File: config.mk
export PLATFORM = sky130hd
export DESIGN_NAME = rgb2gray_stream_flat
export DESIGN_NICKNAME = d
export VERILOG_FILES = /design/src/rtl/rgb_pkg.sv /design/src/rtl/rgb2gray_stream_if.sv /design/src/rtl/rgb_wsum_pipe.sv /design/src/rtl/rgb2gray_stream.sv /design/src/flat_wrapper.sv
export SDC_FILE = /design/constraint.sdc
export NUM_CORES = 1
export LEC_CHECK = 0
export ABC_AREA = 1
export CAP_MARGIN = 20
export CELL_PAD_IN_SITES_DETAIL_PLACEMENT = 0
export CELL_PAD_IN_SITES_GLOBAL_PLACEMENT = 2
export CORE_MARGIN = 2
export CORE_UTILIZATION = 39
export DETAILED_ROUTE_END_ITERATION = 8
export PLACE_DENSITY = 0.95
export REMOVE_ABC_BUFFERS = 1
export SYNTH_ARGS = -nofsm -noshare
export SYNTH_HDL_FRONTEND = slang
export SYNTH_SLANG_ARGS = --single-unit
export TNS_END_PERCENT = 50
File: constraint.sdc
create_clock -name clk -period 12.6 [get_ports clk]
set_clock_uncertainty 0.2 [all_clocks]
set_input_delay 2.52 -clock clk [delete_from_list [all_inputs] [get_ports clk]]
set_output_delay 2.52 -clock clk [all_outputs]
set_load 0.02 [all_outputs]
File: src/rtl/rgb_pkg.sv
// Shared definitions for the streaming RGB-to-luma converter:
// default widths, default BT.601-style weights and output modes.
package rgb_pkg;

  localparam int PIX_W_DEF  = 8;
  localparam int COEF_W_DEF = 7;

  localparam int COEF_R_DEF = 38;
  localparam int COEF_G_DEF = 75;
  localparam int COEF_B_DEF = 15;

  typedef enum logic [1:0] {
    MODE_GRAY = 2'd0,
    MODE_BIN  = 2'd1,
    MODE_RAW  = 2'd2,
    MODE_RSVD = 2'd3
  } mode_e;

endpackage

File: src/rtl/rgb2gray_stream_if.sv
// Pixel-in / result-out valid-ready bundle of the converter.
// The slave view is the converter, the master view its neighbours.
interface rgb2gray_stream_if
  import rgb_pkg::*;
#(
  parameter int PIX_W = PIX_W_DEF,
  parameter int SUM_W = PIX_W_DEF + COEF_W_DEF + 2
);

  logic             s_valid;
  logic             s_ready;
  logic [PIX_W-1:0] s_red;
  logic [PIX_W-1:0] s_green;
  logic [PIX_W-1:0] s_blue;

  logic             m_valid;
  logic             m_ready;
  logic [SUM_W-1:0] m_data;
  logic             m_last;

  modport master (
    output s_valid, s_red, s_green, s_blue,
    output m_ready,
    input  s_ready,
    input  m_valid, m_data, m_last
  );

  modport slave (
    input  s_valid, s_red, s_green, s_blue,
    input  m_ready,
    output s_ready,
    output m_valid, m_data, m_last
  );

endinterface

File: src/rtl/rgb_wsum_pipe.sv
// Two-stage weighted-sum pipe: products, then their sum.
// Valid and an opaque tag travel alongside under the shared enable.
module rgb_wsum_pipe
  import rgb_pkg::*;
#(
  parameter  int PIX_W  = PIX_W_DEF,
  parameter  int COEF_W = COEF_W_DEF,
  parameter  int TAG_W  = 1,
  localparam int PROD_W = PIX_W + COEF_W,
  localparam int SUM_W  = PIX_W + COEF_W + 2
) (
  input  logic              clk,
  input  logic              rst_n,
  input  logic              i_en,
  input  logic              i_valid,
  input  logic [PIX_W-1:0]  i_red,
  input  logic [PIX_W-1:0]  i_green,
  input  logic [PIX_W-1:0]  i_blue,
  input  logic [COEF_W-1:0] i_coef_r,
  input  logic [COEF_W-1:0] i_coef_g,
  input  logic [COEF_W-1:0] i_coef_b,
  input  logic [TAG_W-1:0]  i_tag,
  output logic              o_valid,
  output logic [SUM_W-1:0]  o_sum,
  output logic [TAG_W-1:0]  o_tag
);

  logic              r_v1;
  logic [PROD_W-1:0] r_pr;
  logic [PROD_W-1:0] r_pg;
  logic [PROD_W-1:0] r_pb;
  logic [TAG_W-1:0]  r_tag1;

  logic              r_v2;
  logic [SUM_W-1:0]  r_sum;
  logic [TAG_W-1:0]  r_tag2;

  always_ff @(posedge clk or negedge rst_n) begin
    if (!rst_n) begin
      r_v1   <= 1'b0;
      r_pr   <= '0;
      r_pg   <= '0;
      r_pb   <= '0;
      r_tag1 <= '0;
    end else if (i_en) begin
      r_v1   <= i_valid;
      r_pr   <= PROD_W'(i_red)   * PROD_W'(i_coef_r);
      r_pg   <= PROD_W'(i_green) * PROD_W'(i_coef_g);
      r_pb   <= PROD_W'(i_blue)  * PROD_W'(i_coef_b);
      r_tag1 <= i_tag;
    end
  end

  // Two guard bits keep the three-term sum exact.
  always_ff @(posedge clk or negedge rst_n) begin
    if (!rst_n) begin
      r_v2   <= 1'b0;
      r_sum  <= '0;
      r_tag2 <= '0;
    end else if (i_en) begin
      r_v2   <= r_v1;
      r_sum  <= SUM_W'(r_pr) + SUM_W'(r_pg)
              + SUM_W'(r_pb);
      r_tag2 <= r_tag1;
    end
  end

  assign o_valid = r_v2;
  assign o_sum   = r_sum;
  assign o_tag   = r_tag2;

endmodule

File: src/rtl/rgb2gray_stream.sv
// Streaming RGB-to-luma converter: handshake, frame tracking,
// frame-atomic config shadows and the output mode stage.
module rgb2gray_stream
  import rgb_pkg::*;
#(
  parameter  int PIX_W        = PIX_W_DEF,
  parameter  int COEF_W       = COEF_W_DEF,
  parameter  int FRAME_PIXELS = 16384,
  parameter  int FCNT_W       = 16,
  localparam int SUM_W        = PIX_W + COEF_W + 2
) (
  input  logic              clk,
  input  logic              rst_n,
  input  logic [1:0]        cfg_mode,
  input  logic [PIX_W-1:0]  cfg_threshold,
  input  logic [COEF_W-1:0] cfg_coef_r,
  input  logic [COEF_W-1:0] cfg_coef_g,
  input  logic [COEF_W-1:0] cfg_coef_b,
  rgb2gray_stream_if.slave  bus,
  output logic [FCNT_W-1:0] frame_cnt
);

  localparam int CNT_W =
    (FRAME_PIXELS > 1) ? $clog2(FRAME_PIXELS) : 1;
  localparam logic [CNT_W-1:0] LAST_IDX =
    CNT_W'(FRAME_PIXELS - 1);
  localparam int ADD_W = SUM_W + 1;
  localparam logic [ADD_W-1:0] HALF =
    ADD_W'(1) << (COEF_W - 1);
  localparam logic [ADD_W-1:0] SAT =
    ADD_W'((1 << PIX_W) - 1);

  typedef struct packed {
    logic             last;
    mode_e            mode;
    logic [PIX_W-1:0] thr;
  } tag_t;

  logic              w_en;
  logic              w_in_fire;
  logic              w_first;
  logic [COEF_W-1:0] w_cr;
  logic [COEF_W-1:0] w_cg;
  logic [COEF_W-1:0] w_cb;
  tag_t              w_tag_in;
  tag_t              w_tag2;
  logic              w_v2;
  logic [SUM_W-1:0]  w_sum2;
  logic [ADD_W-1:0]  w_shift;
  logic [PIX_W-1:0]  w_gray;
  logic [SUM_W-1:0]  w_res;

  logic [CNT_W-1:0]  r_pix;
  logic [COEF_W-1:0] r_sh_cr;
  logic [COEF_W-1:0] r_sh_cg;
  logic [COEF_W-1:0] r_sh_cb;
  mode_e             r_sh_mode;
  logic [PIX_W-1:0]  r_sh_thr;
  logic              r_v3;
  logic [SUM_W-1:0]  r_data;
  logic              r_last;
  logic [FCNT_W-1:0] r_fcnt;

  assign w_en        = !r_v3 || bus.m_ready;
  assign bus.s_ready = w_en;
  assign w_in_fire   = bus.s_valid && w_en;
  assign w_first     = (r_pix == '0);

  // Pixel 0 sees live config; the rest of the frame sees its copy.
  assign w_cr = w_first ? cfg_coef_r : r_sh_cr;
  assign w_cg = w_first ? cfg_coef_g : r_sh_cg;
  assign w_cb = w_first ? cfg_coef_b : r_sh_cb;

  always_comb begin
    w_tag_in.last = (r_pix == LAST_IDX);
    w_tag_in.mode = w_first ? mode_e'(cfg_mode) : r_sh_mode;
    w_tag_in.thr  = w_first ? cfg_threshold : r_sh_thr;
  end

  always_ff @(posedge clk or negedge rst_n) begin
    if (!rst_n) begin
      r_pix     <= '0;
      r_sh_cr   <= COEF_W'(COEF_R_DEF);
      r_sh_cg   <= COEF_W'(COEF_G_DEF);
      r_sh_cb   <= COEF_W'(COEF_B_DEF);
      r_sh_mode <= MODE_GRAY;
      r_sh_thr  <= '0;
    end else if (w_in_fire) begin
      r_pix <= (r_pix == LAST_IDX) ? '0 : r_pix + 1'b1;
      if (w_first) begin
        r_sh_cr   <= cfg_coef_r;
        r_sh_cg   <= cfg_coef_g;
        r_sh_cb   <= cfg_coef_b;
        r_sh_mode <= mode_e'(cfg_mode);
        r_sh_thr  <= cfg_threshold;
      end
    end
  end

  rgb_wsum_pipe #(
    .PIX_W  (PIX_W),
    .COEF_W (COEF_W),
    .TAG_W  ($bits(tag_t))
  ) u_wsum (
    .clk      (clk),
    .rst_n    (rst_n),
    .i_en     (w_en),
    .i_valid  (w_in_fire),
    .i_red    (bus.s_red),
    .i_green  (bus.s_green),
    .i_blue   (bus.s_blue),
    .i_coef_r (w_cr),
    .i_coef_g (w_cg),
    .i_coef_b (w_cb),
    .i_tag    (w_tag_in),
    .o_valid  (w_v2),
    .o_sum    (w_sum2),
    .o_tag    (w_tag2)
  );

  always_comb begin
    w_shift = ({1'b0, w_sum2} + HALF) >> COEF_W;
    w_gray  = (w_shift > SAT) ? '1 : w_shift[PIX_W-1:0];
    w_res   = '0;
    unique case (1'b1)
      (w_tag2.mode == MODE_BIN):
        w_res = (w_gray >= w_tag2.thr) ? SUM_W'(SAT) : '0;
      (w_tag2.mode == MODE_RAW):
        w_res = w_sum2;
      default:
        w_res = SUM_W'(w_gray);
    endcase
  end

  always_ff @(posedge clk or negedge rst_n) begin
    if (!rst_n) begin
      r_v3   <= 1'b0;
      r_data <= '0;
      r_last <= 1'b0;
    end else if (w_en) begin
      r_v3   <= w_v2;
      r_data <= w_res;
      r_last <= w_v2 && w_tag2.last;
    end
  end

  always_ff @(posedge clk or negedge rst_n) begin
    if (!rst_n) begin
      r_fcnt <= '0;
    end else if (r_v3 && bus.m_ready && r_last) begin
      r_fcnt <= r_fcnt + 1'b1;
    end
  end

  assign bus.m_valid = r_v3;
  assign bus.m_data  = r_data;
  assign bus.m_last  = r_last;
  assign frame_cnt   = r_fcnt;

endmodule

File: src/flat_wrapper.sv
// flat-port wrapper written by rule: the top's interface ports become plain ports
module rgb2gray_stream_flat import rgb_pkg::*;
#(
  parameter  int PIX_W        = PIX_W_DEF,
  parameter  int COEF_W       = COEF_W_DEF,
  parameter  int FRAME_PIXELS = 16384,
  parameter  int FCNT_W       = 16,
  localparam int SUM_W        = PIX_W + COEF_W + 2
)
  (clk, rst_n, cfg_mode, cfg_threshold, cfg_coef_r, cfg_coef_g, cfg_coef_b, frame_cnt, bus_s_valid, bus_s_red, bus_s_green, bus_s_blue, bus_m_ready, bus_s_ready, bus_m_valid, bus_m_data, bus_m_last);
  rgb2gray_stream_if #(.PIX_W(PIX_W), .SUM_W(((8) + (7) + 2))) bus_i ();
  input  logic clk;
  input  logic rst_n;
  input  logic [1:0] cfg_mode;
  input  logic [PIX_W-1:0] cfg_threshold;
  input  logic [COEF_W-1:0] cfg_coef_r;
  input  logic [COEF_W-1:0] cfg_coef_g;
  input  logic [COEF_W-1:0] cfg_coef_b;
  output logic [FCNT_W-1:0] frame_cnt;
  input wire logic [$bits(bus_i.s_valid)-1:0] bus_s_valid;
  input wire logic [$bits(bus_i.s_red)-1:0] bus_s_red;
  input wire logic [$bits(bus_i.s_green)-1:0] bus_s_green;
  input wire logic [$bits(bus_i.s_blue)-1:0] bus_s_blue;
  input wire logic [$bits(bus_i.m_ready)-1:0] bus_m_ready;
  output wire logic [$bits(bus_i.s_ready)-1:0] bus_s_ready;
  output wire logic [$bits(bus_i.m_valid)-1:0] bus_m_valid;
  output wire logic [$bits(bus_i.m_data)-1:0] bus_m_data;
  output wire logic [$bits(bus_i.m_last)-1:0] bus_m_last;
  assign bus_i.s_valid = bus_s_valid;
  assign bus_i.s_red = bus_s_red;
  assign bus_i.s_green = bus_s_green;
  assign bus_i.s_blue = bus_s_blue;
  assign bus_i.m_ready = bus_m_ready;
  assign bus_s_ready = bus_i.s_ready;
  assign bus_m_valid = bus_i.m_valid;
  assign bus_m_data = bus_i.m_data;
  assign bus_m_last = bus_i.m_last;
  rgb2gray_stream #(.PIX_W(PIX_W), .COEF_W(COEF_W), .FRAME_PIXELS(FRAME_PIXELS), .FCNT_W(FCNT_W)) u_core (.clk(clk), .rst_n(rst_n), .cfg_mode(cfg_mode), .cfg_threshold(cfg_threshold), .cfg_coef_r(cfg_coef_r), .cfg_coef_g(cfg_coef_g), .cfg_coef_b(cfg_coef_b), .bus(bus_i), .frame_cnt(frame_cnt));
endmodule
== Yosys cells after proc, flatten, opt, wreduce, memory -nomap -nowiden ==
Cells that the tools add are included.
Cells by class
  add/subtract/negate cells: 5
  magnitude comparators: 2
  multiplexer cells: 9
  reduce and logical (&&, ||, !) cells: 7
  equality and inequality tests: 3
  $mul: 3
Operator list (count)
  multiplier 8 x 7 -> 15 bit: 3
  case mux 17 bit (2 select lines): 1
  2-to-1 mux 8 bit: 3
  2-to-1 mux 7 bit: 3
  adder 17 x 7 -> 18 bit, second input constant: 1
  adder 16 x 15 -> 17 bit: 1
  adder 15 x 15 -> 16 bit: 1
  adder 16 x 1 -> 16 bit, second input constant: 1
  adder 14 x 1 -> 14 bit, second input constant: 1
  equality test 14 bit, second input constant: 1
  zero test 14 bit: 1
  2-to-1 mux 14 bit: 1
  > comparator 11 x 8 -> 1 bit, second input constant: 1
  >= comparator 8 bit: 1
  logical AND 1 bit: 4
  equality test 2 x 1 -> 1 bit, second input constant: 1
  equality test 2 bit, second input constant: 1
  2-to-1 mux 2 bit: 1
  zero test 1 bit: 1
  logical OR 1 bit: 1
Storage, ports and cells
  input port bits: 59
  logic and storage cells: 47
  register bits after elaboration: 166
  output and inout port bits: 36

== Depth between registers and ports, before layout ==
Gate-level depths: netlist (run 1).
  word-level depth: 6
  gate-level depth with buffers: 27
  mapped depth without buffers: 26

== Modules after synthesis ==
From an unflattened synthesis (run 1), not the netlist that was laid out.
Second synthesis, totals
  cells, all modules: 2050
  area, all modules: 15144.5 µm²
By module, submodules not included
  rgb_wsum_pipe: instances 1, seq. area each 2152.1 µm², area each 10342.4 µm², cells each 1451
  rgb2gray_stream: instances 1, seq. area each 2015.7 µm², area each 4802.1 µm², cells each 599

== Worst setup path after synthesis (run 1) ==
No wires, ideal clock.
  path kind: in2reg
  start point: input port cfg_coef_b[3]
  end point: register u_core.u_wsum.r_pb[8]
  path buffers: 0
  required time: 12282 ps
  slack: 6037 ps
  library setup time: 118 ps
  arrival: 6245 ps
  cell stages on the path: 17
  cells stage by stage: or2_2 -> nand2_2 -> nor2_1 -> fa_1 -> fa_1 -> fa_1 -> inv_1 -> fa_1 -> inv_1 -> ha_1 -> a21oi_1 -> inv_1 -> a31oi_1 -> inv_1 -> or2_2 -> nand3_1 -> nand2_1
Between the ends
  cells in the longest elaborated chain, start to end: 2
Ends and longest elaborated chain
  start: declaration: line flat_wrapper.sv:18  | input logic [COEF_W-1:0] cfg_coef_b;
  2-to-1 mux 7 bit: line rgb2gray_stream.sv:72  | assign w_cb = w_first ? cfg_coef_b : r_sh_cb;
  multiplier 8 x 7 -> 15 bit: line rgb_wsum_pipe.sv:49  | r_pb <= PROD_W'(i_blue) * PROD_W'(i_coef_b);
  end signal: assignment: line rgb_wsum_pipe.sv:49
  end: declaration: line rgb_wsum_pipe.sv:31  | logic [PROD_W-1:0] r_pb;
No other way between the ends.
A chain may end at the register's enable or synchronous reset.

== Worst setup path in the final report (run 1) ==
  start point: input port bus_m_ready
  end point: output port bus_s_ready
Between the ends
  cells in the longest elaborated chain, start to end: 1
Ends and longest elaborated chain
  start: declaration: line flat_wrapper.sv:24  | input wire logic [$bits(bus_i.m_ready)-1:0] bus_m_ready;
  logical OR 1 bit: line rgb2gray_stream.sv:64  | assign w_en = !r_v3 || bus.m_ready;
  end: declaration: line flat_wrapper.sv:25  | output wire logic [$bits(bus_i.s_ready)-1:0] bus_s_ready;
No other way between the ends.

==> reports/metrics.csv, run 1 <==
metric,value,unit
initial core utilization,0.398,
router iterations before antenna repair,5,
initial antenna violation count,0,
post-synthesis sequential area ratio,0.294,
Clk Tree Root Cell,clkbuf_16,
final wirelength,34.1,mm
DR WL/cell,14.5,µm
Crit path buffers/inverters,3,
Crit path required time,9.88,ns
Yosys cell types,41,
Reg-to-Reg End,u_core.u_wsum.r_pb[8]$_DFFE_PN0N_,
"commonest cells after routing, fill and taps aside","nand2_1, inv_1, nand3_1, nor2_1, dfrtp_1",
GRT Total Usage,0.192,
grt total ovfl,0,
clock buffer depth,2,
slew margin rel.,0.347,
Final ANT Viol Nets,0,
synthesized area,0.0142,mm²
FMAX,147,MHz
largest net degree at the start of global routing,102,
"most common cell after layout, fill and taps aside",nand2_1,
"Top FF cell, synth",dfrtp_1,
drt first-iter violations,584,
number of global-route vias before repair,12000,
total CTS buffers,17,
Crit. path cell count,4,
Place WS,5.39,ns
Via density,4.98,
share of post-route cells with drive strength above 1,0.0603,
Critical Path Start,bus_m_ready,
crit-path max cell delay,0.69,ns
CTS resizes,0,
CP Capture Type,primary output,
H-tree depth,4,
critical path's top delay family,buffers and inverters,
total of max-cap violations,0,
slew of the pin with the lowest slew margin,0.973,ns
cell count of the worst reg-to-reg path,22,
"Slew Viols, Final",0,
Multi-input gate area,0.00885,mm²
YS warnings,0,
Worst path slowest cell,clkdlybuf4s50_1,
# clock sinks,166,
sum of negative setup slack,0,ns
Row Count,69,
FF-to-FF setup slack,6.67,ns
CP cell instances,clkdlybuf4s50_1 -> inv_1 -> nand2_4 -> clkdlybuf4s50_1,
RSZ-0062 raised after global routing,false,
Setup crit end,bus_s_ready,
DR DRC count,0,
final hold viol count,0,
io pins,95,
"Max FO, Critical Path",41,
Final Core Density,0.452,
reg2reg start,u_core.r_pix[0]$_DFFE_PN0P_,
Worst-path clk slew,0.06,ns
CTS Hold Bufs,0,
worst hold slack,0.274,ns
Syn Area/Cell,7.87,µm²
Yosys reg bits,166,
Tot Pwr,1.88,mW
Placer Congestion,0.827,
chip width,195,µm
cells after synthesis,1801,
Startpoint Class,input port,
CP arrival,4.10,ns
die area,0.0379,mm²
Port Buffers,94,
worst hold-check path type,reg2reg,
worst setup path class,in2out,
Area Overhead vs Synth,13.7,%
HPWL Detailed,26.5,mm
number of diodes,0,
vias,11700,
run status,"complete, no violations",
Final min period,6.82,ns
post-route setup slack,5.78,ns
power density cells,117,mW/mm²
first-pass GRT wire length,59.5,mm
Core Area,0.0357,mm²
critical path's most frequent cell,clkdlybuf4s50_1,
die height,195,µm
VDD IR-drop max,0.106,mV
Post-synth EDFFs,0,
CTS tree,built,
"Clk Latency, worst-skew pair",0.45,ns
# nets final,2167,
fill count,3649,
Post-CTS Setup Inserts,0,
Final Cycle Share,0.542,
fraction of registers with async set/reset,1.00,
register area,0.00417,mm²
final setup fails,0,
P_leak,8.66,nW
[power by group]
part           switching (mW)  total (mW)  internal [mW]
combinational           0.400       0.630          0.230
clock                   0.242       0.530          0.288
sequential             0.0815       0.725          0.643
total                   0.723        1.88           1.16
[synth_stat cells, types with 3 or more instances]
master,instances,area share
nand2_1,427,0.11
xnor2_1,19,0.012
o21ai_1,17,0.0060
nor2_1,177,0.047
o21ai_2,3,0.0019
o21bai_1,4,0.0021
nor3_2,3,0.0021
nand2_2,15,0.0066
a21oi_1,47,0.017
or2_2,16,0.0071
buf_1,8,0.0021
dfrtp_1,155,0.27
nor2_2,8,0.0035
buf_6,4,0.0032
fa_1,103,0.15
xor2_1,18,0.011
inv_2,3,0.00079
nor3_1,12,0.0042
or2_4,9,0.0056
clkbuf_1,19,0.0050
nand3b_1,3,0.0016
ha_1,127,0.11
o21a_1,4,0.0021
dfstp_2,11,0.020
nand2_4,6,0.0048
a31oi_1,6,0.0026
nand3_1,200,0.071
buf_2,8,0.0028
o21ai_0,72,0.025
nand4_1,33,0.015
inv_1,252,0.067
[cell families (layout without fill, tap and decap cells)]
group / count (synthesis) / count (layout) / share of synthesized area
AND/OR/NAND/NOR: 915 / 915 / 0.285
buffers and inverters: 298 / 388 / 0.0822
adder cells (fa/ha/maj): 230 / 230 / 0.258
flip-flops: 166 / 166 / 0.294
AO/OA/AOI/OAI: 154 / 154 / 0.0573
XOR/XNOR: 37 / 37 / 0.0229
multiplexers: 1 / 1 / 0.000794
[registers in the layout (all words and copies together) (netlist names), 8 cells and up]
| register | count |
|---|---|
| u_core.bus.m_data | 17 |
| u_core.u_wsum.o_sum | 17 |
| u_core.frame_cnt | 16 |
| u_core.u_wsum.r_pb | 15 |
| u_core.u_wsum.r_pg | 15 |
| u_core.u_wsum.r_pr | 15 |
| u_core.r_pix | 14 |
| u_core.u_wsum.o_tag | 11 |
| u_core.u_wsum.r_tag1 | 11 |
| u_core.r_sh_thr | 8 |
[how the worst min path moves through the flow]
stage / cells past startpoint / end / startpoint
floorplan: 2 / u_core.u_wsum.o_sum[1]$_DFFE_PN0N_ / u_core.u_wsum.o_sum[1]$_DFFE_PN0N_
global placement: 2 / u_core.u_wsum.r_v1$_DFFE_PN0N_ / u_core.u_wsum.r_v1$_DFFE_PN0N_
detailed placement: 2 / u_core.u_wsum.r_v1$_DFFE_PN0N_ / u_core.u_wsum.r_v1$_DFFE_PN0N_
CTS: 2 / u_core.r_sh_cg[6]$_DFFE_PN1P_ / u_core.r_sh_cg[6]$_DFFE_PN1P_
global route: 2 / u_core.u_wsum.r_tag1[1]$_DFFE_PN0N_ / u_core.u_wsum.r_tag1[1]$_DFFE_PN0N_
finish: 1 / u_core.frame_cnt[15]$_DFFE_PN0P_ / u_core.frame_cnt[15]$_DFFE_PN0P_
[metal layers]
metal	vias up	GRT usage	routed length [µm]
met2	197	0.314	15500
met1	5588	0.267	16900
met3	34	0.0286	1270
li1	5900	-	-
met4	0	0.0462	463
met5	-	0	0
[final cells by class]
cell class | instances | share of cell area
Clock buffer | 22 | 0.0288
Clock inverter | 10 | 0.00699
Inverter | 257 | 0.0599
Multi-Input combinational cell | 1337 | 0.549
Sequential cell | 166 | 0.259
Tap cell | 461 | 0.0358
Timing Repair Buffer | 99 | 0.0608
[per-stage QoR]
stage	cell area [µm²]	instances
final	16100	2352
after global routing	16100	2352
after CTS	16100	2352
after detailed placement	15500	2320
after global placement	15500	2320
after floorplan	14000	1760
Note: power is estimated with default switching activity, not from simulation.
==> run 2, diff against run 1 <==
CORE_UTILIZATION = 33   (was 39)
PLACE_DENSITY = 0.89   (was 0.95)
clock period = 5.8 ns   (was 12.6 ns; I/O delays follow)
==> run 2 against run 1 <==
  * Global-route usage down 2.5 points
  * Non-clock buffer count is 36 higher
  * Via count grew 0.97%
  * Power is 120% higher
==> reports/metrics.csv, run 2 (synthesis results as in run 1) <==
metric,value,unit
"Slew Viols, Final",0,
worst setup path class,reg2reg,
FMAX,183,MHz
io pins,95,
largest net degree at the start of global routing,79,
"Clk Latency, worst-skew pair",0.46,ns
Placer Congestion,0.857,
Via density,4.80,
critical path's top delay family,adder cells,
VDD IR-drop max,0.176,mV
Final Cycle Share,0.944,
DR WL/cell,14.2,µm
Worst-path clk slew,0.08,ns
"Cell Count, Final, Fillers Out",2466,
Port Buffers,94,
Worst path slowest cell,fa_1,
first-pass GRT wire length,60.0,mm
fill count,4403,
grt total ovfl,0,
CTS tree,built,
Final ANT Viol Nets,0,
Startpoint Class,flip-flop,
final hold viol count,0,
Crit path required time,5.94,ns
slew margin rel.,0.494,
drt first-iter violations,750,
slew of the pin with the lowest slew margin,0.760,ns
"Max FO, Critical Path",36,
CP Capture Type,flip-flop,
final setup fails,0,
H-tree depth,4,
number of diodes,0,
Crit path buffers/inverters,6,
initial antenna violation count,0,
post-route design area,0.0165,mm²
Post-CTS Setup Inserts,0,
"most common cell after layout, fill and taps aside",nand2_1,
# nets final,2203,
Place WS,0.0517,ns
power density cells,251,mW/mm²
GRT Total Usage,0.167,
RSZ-0062 raised after global routing,false,
Final min period,5.48,ns
HPWL Detailed,27.8,mm
total CTS buffers,17,
Final Core Density,0.392,
total of max-cap violations,0,
# clock sinks,166,
run status,"complete, no violations",
die height,211,µm
crit-path max cell delay,0.54,ns
sum of negative setup slack,0,ns
vias,11800,
Row Count,75,
die area,0.0446,mm²
final wirelength,35.1,mm
initial core utilization,0.337,
chip width,211,µm
share of post-route cells with drive strength above 1,0.0794,
P_leak,8.85,nW
"commonest cells after routing, fill and taps aside","nand2_1, inv_1, nand3_1, nor2_1, dfrtp_1",
CP arrival,5.61,ns
Clk Tree Root Cell,clkbuf_16,
Placed Cells incl. Taps,2434,
worst hold-check path type,reg2reg,
clock buffer depth,2,
router iterations before antenna repair,5,
post-route setup slack,0.325,ns
Area Overhead vs Synth,16.6,%
DR DRC count,0,
number of global-route vias before repair,12000,
Core Area,0.0421,mm²
area post-placement,0.0159,mm²
[run 2: changes by cell type in the layout (fill, tap and decap cells not counted), sizes merged]
cell	previous run	this run
buf	6	42
clkbuf	22	17
clkinv	4	8
clkinvlp	2	1
inv	260	262
[run 2: per-stage QoR]
stage / hold WS (ns) / total power [mW]
global placement: 0.258 / 2.98
CTS: 0.275 / 4.22
floorplan: 0.242 / 2.52
finish: 0.275 / 4.15
detailed placement: 0.261 / 3.00
global route: 0.297 / 4.51
[run 2: cell type report]
cell class | count | area, µm² | area share
Timing Repair Buffer | 135 | 1260 | 0.0764
Clock inverter | 15 | 175 | 0.0106
Clock buffer | 17 | 425 | 0.0257
Sequential cell | 166 | 4170 | 0.252
Inverter | 257 | 966 | 0.0584
Tap cell | 539 | 674 | 0.0408
Multi-Input combinational cell | 1337 | 8860 | 0.536
[run 2: final timing paths]
kind,slack [ns],from,to,cells past startpoint
max,0.32,u_core.r_pix[0]$_DFFE_PN0P_,u_core.u_wsum.r_pb[11]$_DFFE_PN0N_,27
min,0.27,u_core.u_wsum.o_tag[10]$_DFFE_PN0N_,u_core.u_wsum.o_tag[10]$_DFFE_PN0N_,2
max reg2reg,0.32,u_core.r_pix[0]$_DFFE_PN0P_,u_core.u_wsum.r_pb[11]$_DFFE_PN0N_,27
min reg2reg,0.27,u_core.u_wsum.o_tag[10]$_DFFE_PN0N_,u_core.u_wsum.o_tag[10]$_DFFE_PN0N_,2
max in group asynchronous,3.70,rst_n,u_core.u_wsum.r_pr[3]$_DFFE_PN0N_,2
min in group asynchronous,0.52,rst_n,u_core.frame_cnt[14]$_DFFE_PN0P_,1
[run 2: metal layers]
layer  routed length (µm)  vias to the layer above  GRT usage
met5                    0                        -          0
li1                     -                     5974          -
met4                  555                        0     0.0486
met1                17400                     5623      0.233
met2                16000                      208      0.270
met3                 1210                       28     0.0205
[run 2: worst reg2reg max path, stage by stage (launching register included)]
cell,delay [ns]
dfrtp_1,0.43
inv_1,0.14
ha_1,0.20
nand3_1,0.08
nor2_1,0.14
nand2_2,0.09
buf_12,0.17
or2_2,0.36
nand2_2,0.12
nor2_1,0.07
fa_1,0.54
inv_1,0.05
fa_1,0.48
inv_1,0.06
fa_1,0.52
inv_1,0.05
fa_1,0.52
inv_1,0.04
ha_1,0.35
nand2_1,0.08
nor2_1,0.13
nand2_1,0.07
nand3_1,0.12
nand3_1,0.10
nand2_1,0.07
nand2_1,0.04
nand3_1,0.06
nand2_1,0.07
[run 2: power breakdown]
group	internal (mW)	switching, mW	leakage (nW)	total [mW]
clock	0.617	0.568	0.294	1.18
sequential	1.40	0.176	2.20	1.57
combinational	0.516	0.878	6.35	1.39
[run 2: what timing repair did]
item	CTS	global route
resized for setup	0	2
hold buffers	0	0
endpoints found under the setup margin	0	1
==> run 3, diff against run 2 <==
CORE_UTILIZATION = 34   (was 33)
CTS_BUF_LIST = sky130_fd_sc_hd__clkbuf_2 sky130_fd_sc_hd__clkbuf_4 sky130_fd_sc_hd__clkbuf_8   (was unset)
CTS_CLUSTER_SIZE = 12   (was unset)
PLACE_DENSITY = 0.91   (was 0.89)
TNS_END_PERCENT = unset   (was 50)
==> run 3 against run 2 <==
  * The run now ends with design-rule violations left
  * Clock power fell by 28%
  * Clock-buffer cell count rose by 1
  * Cell count fell by 0.36%
  * Sequential power barely moved
  * Power fell by 8.2%
  * Utilization rose by 0.53 points
  * Global-route usage fell by 0.15 points
  * Via count fell by 0.74%
  * Flip-flop and latch count did not move
  * First-iteration DRC count rose by 0.80%
  * Largest cell class unchanged
  * Highest routed layer unchanged
==> reports/metrics.csv, run 3 (synthesis results as in run 1) <==
metric,value,unit
final hold viol count,0,
HPWL Detailed,27.4,mm
Multi-input gate area,0.00886,mm²
violated checks,design-rule violations,
number of global-route vias before repair,11800,
sequential group share of total power,0.412,
cell count of the worst reg-to-reg path,27,
drt first-iter violations,756,
chip width,208,µm
Post-CTS Setup Inserts,0,
sw frac,0.403,
# clock sinks,166,
run status,"complete, but fails checks",
final setup fails,0,
Worst path slowest cell,fa_1,
fill count,4259,
sum of negative setup slack,0,ns
DR DRC count,1,
Port Buffers,94,
internal power,2.27,mW
initial antenna violation count,0,
"Clk Latency, worst-skew pair",0.50,ns
DR WL/cell,14.0,µm
Crit. path cell count,27,
clock buffer depth,2,
area post-placement,0.0159,mm²
CTS Hold Bufs,0,
io pins,95,
VDD IR-drop max,0.158,mV
slew of the pin with the lowest slew margin,0.932,ns
Row Count,74,
"Slew Viols, Final",0,
H-tree depth,4,
Placer Congestion,0.852,
Final ANT Viol Nets,0,
die area,0.0434,mm²
total CTS buffers,17,
Core Area,0.0410,mm²
number of diodes,0,
Final min period,5.41,ns
power density cells,234,mW/mm²
Comb power frac,0.366,
Startpoint Class,flip-flop,
# nets final,2201,
"Max FO, Critical Path",36,
post-route design area,0.0163,mm²
initial core utilization,0.346,
"most common cell after layout, fill and taps aside",nand2_1,
Clk pwr share,0.222,
final wirelength,34.5,mm
vias,11700,
Final Cycle Share,0.933,
worst hold path cell count,2,
total of max-cap violations,0,
"commonest cells after routing, fill and taps aside","nand2_1, inv_1, nand3_1, nor2_1, dfrtp_1",
FMAX,185,MHz
critical path's top delay family,adder cells,
Via density,4.78,
crit-path max cell delay,0.54,ns
"Cell Count, Final, Fillers Out",2457,
slew margin rel.,0.375,
RSZ-0062 raised after global routing,false,
Crit path required time,5.96,ns
Sw Pwr,1.54,mW
critical path's most frequent cell,nand2_1,
Final Core Density,0.398,
CP Capture Type,flip-flop,
worst hold-check path type,reg2reg,
first-pass GRT wire length,58.8,mm
P_leak,8.74,nW
Crit path buffers/inverters,6,
worst setup path class,reg2reg,
register area,0.00417,mm²
post-route setup slack,0.388,ns
CP arrival,5.57,ns
grt total ovfl,0,
Worst-path clk slew,0.12,ns
share of post-route cells with drive strength above 1,0.0805,
die height,208,µm
Area Overhead vs Synth,15.0,%
Clk Tree Root Cell,clkbuf_8,
Placed Cells incl. Taps,2425,
largest net degree at the start of global routing,77,
CTS tree,built,
Place WS,0.0227,ns
router iterations before antenna repair,7,
GRT Total Usage,0.165,
==> run 3: cell count changes in the layout (fill, tap and decap cells not counted), moves of 2 or more <==
cell,change
buf_4,-3
clkbuf_16,-17
clkbuf_8,+18
clkinv_2,+2
inv_2,+2
inv_8,-4
nand2_2,+2
nand2_4,-2
==> run 3: metrics by stage <==
step	hold WS, ns	total power, mW
after global routing	0.307	4.14
after floorplan	0.242	2.52
final	0.280	3.81
after detailed placement	0.259	2.99
after CTS	0.283	3.86
after global placement	0.255	2.97
==> run 3: routing by layer <==
layer / wire length [µm] / up-vias / share of wire / global-route usage
met2: 15700 / 190 / 0.45 / 0.268
met1: 17400 / 5564 / 0.50 / 0.234
met3: 1080 / 17 / 0.031 / 0.0208
met4: 387 / 0 / 0.011 / 0.0419
li1: - / 5974 / - / -
met5: 0 / - / 0 / 0
==> run 3: power groups by stage <==
stage	registers (mW)	logic [mW]	clock network, mW
finish	1.57	1.39	0.847
global placement	1.59	1.38	0
CTS	1.57	1.41	0.882
global route	1.60	1.61	0.925
detailed placement	1.59	1.40	0
floorplan	1.57	0.945	0
==> run 3: area by class of cell <==
type / count / share of cell area
Inverter: 257 / 0.0591
Sequential cell: 166 / 0.256
Tap cell: 532 / 0.0408
Clock buffer: 18 / 0.0152
Timing Repair Buffer: 133 / 0.0772
Clock inverter: 14 / 0.00890
Multi-Input combinational cell: 1337 / 0.543
==> run 3: worst paths after layout <==
check	start	end	slack (ns)
worst max-delay path	u_core.r_pix[0]$_DFFE_PN0P_	u_core.u_wsum.r_pb[11]$_DFFE_PN0N_	0.39
worst min-delay path	u_core.r_sh_cr[2]$_DFFE_PN1P_	u_core.r_sh_cr[2]$_DFFE_PN1P_	0.28
worst max register to register	u_core.r_pix[0]$_DFFE_PN0P_	u_core.u_wsum.r_pb[11]$_DFFE_PN0N_	0.39
worst min register to register	u_core.r_sh_cr[2]$_DFFE_PN1P_	u_core.r_sh_cr[2]$_DFFE_PN1P_	0.28
max in group asynchronous	rst_n	u_core.u_wsum.o_sum[8]$_DFFE_PN0N_	3.67
min in group asynchronous	rst_n	u_core.bus.m_valid$_DFFE_PN0N_	0.49
==> run 3: timing repair <==
| action | in CTS | in global routing |
|---|---|---|
| setup endpoints to repair | 0 | 2 |
| gates resized for setup | 0 | 4 |
| endpoints found under the hold margin | 0 | 0 |
==> run 3: worst reg2reg max path, cell delays in order (launching register included) <==
cell and delay (ns):
dfrtp_1 0.45, inv_2 0.10, ha_1 0.18, nand3_1 0.08, nor2_1 0.14, nand2_2 0.09, buf_12 0.17, or2_2 0.35
nand2_2 0.13, nor2_1 0.08, fa_1 0.54, inv_1 0.05, fa_1 0.47, inv_1 0.05, fa_1 0.52, inv_1 0.05
fa_1 0.52, inv_1 0.04, ha_2 0.37, nand2_1 0.08, nor2_2 0.11, nand2_1 0.06, nand3_1 0.11, nand3_1 0.11
nand2_1 0.07, nand2_1 0.04, nand3_1 0.06, nand2_1 0.05
